===== src/rtl/apb_pkg.sv =====
// Shared APB master types: FSM state encoding and default-width command/response records.
package apb_pkg;

  localparam int unsigned APB_ADDR_WIDTH = 32;
  localparam int unsigned APB_DATA_WIDTH = 32;
  localparam int unsigned STRB_WIDTH     = APB_DATA_WIDTH / 8;

  typedef enum logic [1:0] {
    IDLE,
    SETUP,
    ACCESS
  } apb_state_e;

  typedef struct packed {
    logic [APB_ADDR_WIDTH-1:0] addr;
    logic                      write;
    logic [APB_DATA_WIDTH-1:0] wdata;
    logic [STRB_WIDTH-1:0]     strb;
    logic [2:0]                prot;
  } apb_cmd_t;

  typedef struct packed {
    logic [APB_DATA_WIDTH-1:0] rdata;
    logic                      err;
    logic                      timeout;
  } apb_rsp_t;

endpackage


===== src/rtl/sync_fifo.sv =====
// Synchronous FIFO, power-of-2 depth, no bypass: a full FIFO refuses a push even on a same-cycle pop.
module sync_fifo #(
  parameter int unsigned WIDTH = 8,
  parameter int unsigned DEPTH = 4
) (
  input  logic             clk_i,
  input  logic             rst_ni,
  input  logic             push_i,
  input  logic [WIDTH-1:0] wdata_i,
  input  logic             pop_i,
  output logic [WIDTH-1:0] rdata_o,
  output logic             full_o,
  output logic             empty_o
);

  localparam int unsigned AW = $clog2(DEPTH);
  localparam logic [AW:0] FULL_CNT = (AW+1)'(DEPTH);

  logic [WIDTH-1:0] mem_q [DEPTH];
  logic [AW-1:0]    wptr_q;
  logic [AW-1:0]    rptr_q;
  logic [AW:0]      count_q;
  logic             do_push;
  logic             do_pop;

  assign full_o  = (count_q == FULL_CNT);
  assign empty_o = (count_q == '0);
  assign do_push = push_i && !full_o;
  assign do_pop  = pop_i && !empty_o;
  assign rdata_o = mem_q[rptr_q];

  always_ff @(posedge clk_i or negedge rst_ni) begin
    if (!rst_ni) begin
      wptr_q  <= '0;
      rptr_q  <= '0;
      count_q <= '0;
    end else begin
      if (do_push) wptr_q <= wptr_q + 1'b1;
      if (do_pop)  rptr_q <= rptr_q + 1'b1;
      count_q <= count_q + (AW+1)'(do_push) - (AW+1)'(do_pop);
    end
  end

  // Storage is not reset; the flags and pointers define what is valid.
  always_ff @(posedge clk_i) begin
    if (do_push) mem_q[wptr_q] <= wdata_i;
  end

endmodule


===== src/rtl/apb4_master_engine.sv =====
// APB4 master: queued valid/ready commands become APB transfers; results return via a 2-entry response queue.
module apb4_master_engine
  import apb_pkg::*;
#(
  parameter int unsigned ADDR_WIDTH     = 32,
  parameter int unsigned DATA_WIDTH     = 32,
  parameter int unsigned CMD_DEPTH      = 4,
  parameter int unsigned TIMEOUT_CYCLES = 256
) (
  input  logic                    pclk,
  input  logic                    presetn,
  input  logic                    cmd_valid,
  output logic                    cmd_ready,
  input  logic [ADDR_WIDTH-1:0]   cmd_addr,
  input  logic                    cmd_write,
  input  logic [DATA_WIDTH-1:0]   cmd_wdata,
  input  logic [DATA_WIDTH/8-1:0] cmd_strb,
  input  logic [2:0]              cmd_prot,
  output logic                    rsp_valid,
  input  logic                    rsp_ready,
  output logic [DATA_WIDTH-1:0]   rsp_rdata,
  output logic                    rsp_err,
  output logic                    rsp_timeout,
  output logic [ADDR_WIDTH-1:0]   paddr,
  output logic                    psel,
  output logic                    penable,
  output logic                    pwrite,
  output logic [DATA_WIDTH-1:0]   pwdata,
  output logic [DATA_WIDTH/8-1:0] pstrb,
  output logic [2:0]              pprot,
  input  logic                    pready,
  input  logic [DATA_WIDTH-1:0]   prdata,
  input  logic                    pslverr
);

  localparam int unsigned SW = DATA_WIDTH / 8;
  localparam int unsigned CW = (TIMEOUT_CYCLES > 0) ? $clog2(TIMEOUT_CYCLES + 1) : 1;
  localparam logic [CW-1:0] TO_LAST = (TIMEOUT_CYCLES > 0) ? CW'(TIMEOUT_CYCLES - 1) : '0;
  localparam bit TO_EN = (TIMEOUT_CYCLES > 0);

  // Same layout as apb_cmd_t/apb_rsp_t, sized by this instance's parameters.
  typedef struct packed {
    logic [ADDR_WIDTH-1:0] addr;
    logic                  write;
    logic [DATA_WIDTH-1:0] wdata;
    logic [SW-1:0]         strb;
    logic [2:0]            prot;
  } cmd_t;

  typedef struct packed {
    logic [DATA_WIDTH-1:0] rdata;
    logic                  err;
    logic                  timeout;
  } rsp_t;

  cmd_t       cmd_in, cmd_head;
  rsp_t       rsp_in, rsp_head;
  logic       cmd_full, cmd_empty;
  logic       rsp_full, rsp_empty;
  logic       complete, abort, finish, rsp_pop, launch;
  logic [2:0] rsp_occ_next;

  apb_state_e    state_q;
  logic [CW-1:0] acc_cnt_q;

  assign cmd_in = '{addr: cmd_addr, write: cmd_write, wdata: cmd_wdata,
                    strb: cmd_strb, prot: cmd_prot};

  sync_fifo #(.WIDTH($bits(cmd_t)), .DEPTH(CMD_DEPTH)) u_cmd_fifo (
    .clk_i   (pclk),
    .rst_ni  (presetn),
    .push_i  (cmd_valid),
    .wdata_i (cmd_in),
    .pop_i   (launch),
    .rdata_o (cmd_head),
    .full_o  (cmd_full),
    .empty_o (cmd_empty)
  );

  assign complete = (state_q == ACCESS) && pready;
  assign abort    = TO_EN && (state_q == ACCESS) && !pready && (acc_cnt_q == TO_LAST);
  assign finish   = complete || abort;

  assign rsp_in = '{rdata:   (complete && !pwrite) ? prdata : '0,
                    err:     complete ? pslverr : 1'b1,
                    timeout: !complete};

  sync_fifo #(.WIDTH($bits(rsp_t)), .DEPTH(2)) u_rsp_fifo (
    .clk_i   (pclk),
    .rst_ni  (presetn),
    .push_i  (finish),
    .wdata_i (rsp_in),
    .pop_i   (rsp_pop),
    .rdata_o (rsp_head),
    .full_o  (rsp_full),
    .empty_o (rsp_empty)
  );

  // Launch only if the response queue will hold at most one entry after this edge,
  // so the eventual completion always finds room.
  assign rsp_pop      = rsp_valid && rsp_ready;
  assign rsp_occ_next = {1'b0, rsp_full, !rsp_empty && !rsp_full} + 3'(finish) - 3'(rsp_pop);
  assign launch       = !cmd_empty && ((state_q == IDLE) || finish) && (rsp_occ_next <= 3'd1);

  assign cmd_ready   = presetn && !cmd_full;
  assign rsp_valid   = !rsp_empty;
  assign rsp_rdata   = rsp_valid ? rsp_head.rdata : '0;
  assign rsp_err     = rsp_valid && rsp_head.err;
  assign rsp_timeout = rsp_valid && rsp_head.timeout;

  always_ff @(posedge pclk or negedge presetn) begin
    if (!presetn) begin
      state_q   <= IDLE;
      acc_cnt_q <= '0;
      psel      <= 1'b0;
      penable   <= 1'b0;
      pwrite    <= 1'b0;
      paddr     <= '0;
      pwdata    <= '0;
      pstrb     <= '0;
      pprot     <= '0;
    end else if (launch) begin
      state_q   <= SETUP;
      acc_cnt_q <= '0;
      psel      <= 1'b1;
      penable   <= 1'b0;
      pwrite    <= cmd_head.write;
      paddr     <= cmd_head.addr;
      pwdata    <= cmd_head.wdata;
      pstrb     <= cmd_head.write ? cmd_head.strb : '0;
      pprot     <= cmd_head.prot;
    end else begin
      case (state_q)
        SETUP: begin
          state_q <= ACCESS;
          penable <= 1'b1;
        end
        ACCESS: begin
          if (finish) begin
            state_q <= IDLE;
            psel    <= 1'b0;
            penable <= 1'b0;
          end else if (acc_cnt_q != '1) begin
            acc_cnt_q <= acc_cnt_q + 1'b1;
          end
        end
        default: ;
      endcase
    end
  end

endmodule


===== config.mk =====
export PLATFORM = sky130hd
export DESIGN_NAME = apb4_master_engine
export DESIGN_NICKNAME = d
export VERILOG_FILES = /design/src/rtl/apb_pkg.sv /design/src/rtl/sync_fifo.sv /design/src/rtl/apb4_master_engine.sv
export SDC_FILE = /design/constraint.sdc
export NUM_CORES = 1
export LEC_CHECK = 0
export CORE_ASPECT_RATIO = 1.25
export CORE_MARGIN = 1.5
export CORE_UTILIZATION = 45
export DETAILED_ROUTE_END_ITERATION = 7
export GPL_TIMING_DRIVEN = 0
export PLACE_DENSITY = 0.82
export SYNTH_ARGS = -nofsm -noshare
export SYNTH_HDL_FRONTEND = slang
export SYNTH_SLANG_ARGS = --single-unit

===== constraint.sdc =====
create_clock -name pclk -period 3.75 [get_ports pclk]
set_input_delay 0.5625 -clock pclk [delete_from_list [all_inputs] [get_ports pclk]]
set_output_delay 0.5625 -clock pclk [all_outputs]
set_load 0.02 [all_outputs]

==> flow_summary_export.csv <==
group,metric,value,unit
synth,ys_types,41,
clock_tree,clkTransAtPathRegs,60,ps
sta,finClkSkew,16.2,ps
clock_tree,clk_latency,550,ps
sta,slew_headroom,0.442,
sta,grt_setup_unrepaired,"no",
placed_design,hpwl,21600,microns
clock_tree,cts_hold_buf,0,
synth,yosysSeqAreaShare,0.762,
floorplan,pin_count,220,
finish,nFillCells,2747,
clock_tree,h-tree-depth,2,
worst_setup_path,critPathSlowestCell,"fa_1",
sta,drv_slew,0,
power,clockPowerShare,0.232,
placed_design,port_buffers,219,
sta,finalCritPeriodShare,0.908,
worst_hold_path,hold_path_class,"in -> async",
synth,yosysWarnings,0,
worst_setup_path,worstSetupStartpointType,"register",
finish,mostFrequentLayoutCell,"edfxtp_1",
synth,synthesis.instances,841,
floorplan,core_area,37400,sq um
sta,worst_slew_pin_slew,837,ps
routing,ant_nets,0,
clock_tree,clockBufferDepth,3,
floorplan,initial_core_util,0.459,
sta,whs,31.6,ps
synth,synthFlopType,"edfxtp_1",
sta,hold_viol,0,
worst_setup_path,critPathMostFrequentCell,"ha_1",
power,combPwrFrac,0.368,
worst_setup_path,path_class,"reg -> reg",
worst_setup_path,critPathArrivalTime,3820,ps
power,switching_power,5.67,mW
routing,routed.top_layer,"met5",
finish,syn2layout_area_growth,25.5,%
sta,fmax,0.294,GHz
worst_setup_path,critical_path.max_fanout,19,
global_route,grt_pass1_vias,9391,
floorplan,die-area,39300,sq um
sta,timing.final.crit_period,3410,ps
job,maxCapViolations,0,
worst_setup_path,crit_chain,"ha_1 > nand3_1 > nor2_1 > ha_1 > o21ai_2 > inv_1 > ha_1 > xor2_1 > xnor2_2 > nand3_2 > inv_6 > ha_1 > inv_1 > ha_1 > fa_1",
power,peakVddDrop,0.000570,V
global_route,grt_max_degree,55,
run_status,status,"complete, no violations",
synth,syn_area_per_cell,20.4,sq um
synth,synth_nets,965,
synth,ys_ff_latch,451,
global_route,antenna_found_initial,4,
routing,drt-met1-wl,12900,microns
clock_tree,clock_sinks,451,
routing,post_drt_wl_per_cell,20.9,microns
global_route,grt_pass1_wl,53200,microns
power,powerDensity,842,nW/um^2
routing,wl,34100,microns
global_route,gr-total-overflow,0,
routing,via_per_inst,5.17,
clock_tree,cts_made_buffers,43,
finish,post-route-util,0.576,
synth,synth-edff-count,356,
synth,synth_area,17200,sq um
sta,finalSetupViolations,0,
floorplan,rows,79,
worst_setup_path,r2r-start,"acc_cnt_q[0]",
routing,first_pass_iters,6,
routing,drc,0,
routing,vias,8434,
placed_design,post_dp_cell_area,20100,sq um
routing,met2_length,17900,microns
power,power.leakage,7.58,nW
worst_setup_path,slowest_delay,420,ps
global_route,grt_usage,0.179,
placed_design,place.gp.congestion,0.767,
floorplan,die_w,178,microns
clock_tree,cts-root-buf,"clkbuf_16",
worst_setup_path,cp.required,4160,ps
routing,drt_first_iter_violations,462,
routing,wl_met3,2550,microns
power,p_int,12.5,mW
power,switching_share,0.313,
clock_tree,cts_tree,"built",
worst_setup_path,cp-end-kind,"register",
finish,final_area,21500,sq um
finish,layout_common_cells,"edfxtp_1, clkdlybuf4s50_1, dfrtp_1, mux4_2, mux2_2",
synth,async_flop_share,0.211,
finish,layout.nets,1234,
finish,drive_above_1_share,0.215,
worst_setup_path,crit_start,"acc_cnt_q[0]",
power,p_seq_frac,0.400,
floorplan,die_y,221,microns
==> routing by layer <==
layer / vias to the layer above / global-route usage
met5: - / 0
met4: 6 / 0.0499
met3: 60 / 0.0517
met2: 266 / 0.316
met1: 4290 / 0.211
li1: 3812 / -
==> state kept, by name, summed over array words and instances (netlist names) <==
signal and cells:
u_rsp_fifo.rptr_q 1, psel 1, pprot 3, u_cmd_fifo.count_q 3, u_cmd_fifo.rptr_q 2, penable 1, acc_cnt_q 9, pwdata 32
state_q 1, u_rsp_fifo.wptr_q 1, u_rsp_fifo.count_q 2, paddr 32, pwrite 1, u_cmd_fifo.mem_q 288, u_cmd_fifo.wptr_q 2, u_rsp_fifo.mem_q 68
pstrb 4
==> final timing paths <==
| check | endpoint | slack (ps) | cells after the start |
|---|---|---|---|
| max | u_cmd_fifo.count_q[1] | 340 | 15 |
| min | paddr[0] | 30 | 1 |
| max reg2reg | u_cmd_fifo.count_q[1] | 340 | 15 |
| min reg2reg | pprot[2] | 490 | 1 |
| max in group asynchronous | u_cmd_fifo.count_q[0] | 2970 | 2 |
| min in group pclk | pprot[2] | 490 | 1 |
==> power groups by stage <==
stage,logic [mW],registers (mW),clock network (mW)
detailed placement,6.77,7.34,0
global route,7.18,7.38,4.50
global placement,6.50,7.37,0
floorplan,3.69,7.77,0
finish,6.67,7.26,4.20
CTS,6.82,7.27,4.31
==> Yosys cell counts, types with 2 or more instances <==
cell type  instances  area, sq um
a21oi_1            2         10.0
and2_1            38          238
buf_2             11         55.1
buf_4              2         15.0
buf_6              8         90.1
clkbuf_1          13         48.8
dfrtp_1           95         2380
edfxtp_1         356        10700
ha_1              13          163
inv_1             18         67.6
mux2_1             4         45.0
mux2_2            64          721
mux2i_1           38          380
mux4_2            72         1620
nand2_1           13         48.8
nand3_1            2         10.0
nand4_1            2         12.5
nor2_1            46          173
nor2_2             3         18.8
nor3_1             3         15.0
o21ai_0            3         15.0
xnor2_1           13          114
xor2_1             4         35.0
==> logic make-up (layout without fill, tap and decap cells) <==
family,count (synthesis),in the layout,synth area share
flip-flops,451,451,0.762
multiplexers,178,178,0.161
AND/OR/NAND/NOR,118,118,0.0371
buffers and inverters,54,358,0.0166
XOR/XNOR,18,18,0.00963
adder cells (fa/ha/maj),14,14,0.0107
AO/OA/AOI/OAI,8,8,0.00277
other,0,1,0
==> layout make-up <==
cell class / count / area [sq um] / share of cell area
Clock inverter: 17 / 134 / 0.00622
Clock buffer: 63 / 1240 / 0.0578
Buffer: 34 / 208 / 0.00965
Inverter: 19 / 76.3 / 0.00355
Tap cell: 486 / 608 / 0.0282
Sequential cell: 451 / 13100 / 0.607
Timing Repair Buffer: 225 / 2350 / 0.109
Antenna cell: 1 / 2.50 / 0.000116
Multi-Input combinational cell: 336 / 3830 / 0.178
==> what timing repair did <==
action	CTS	global route
setup buffers	0	0
resized for setup	5	1
pin swaps	0	0
setup endpoints to repair	3	2
==> per-stage QoR <==
step | setup slack (ps) | total power, mW | instances | TNS (ps)
finish | 344 | 18.1 | 1632 | 0
floorplan | 242 | 11.5 | 841 | 0
global route | 17.1 | 19.1 | 1631 | 0
global placement | -2620 | 13.9 | 1546 | -611310
detailed placement | -413 | 14.1 | 1552 | -860
CTS | 66.2 | 18.4 | 1632 | 0
==> critical path: cells and delay by family, from the launching register on <==
family          cells  cell delay (ps)
xor+xnor            2              370
compound gates      1              240
simple gates        3              350
buf+inv             3              390
fa+ha+maj           6             1500
flops               1              410
(Power assumes the default switching activity.)
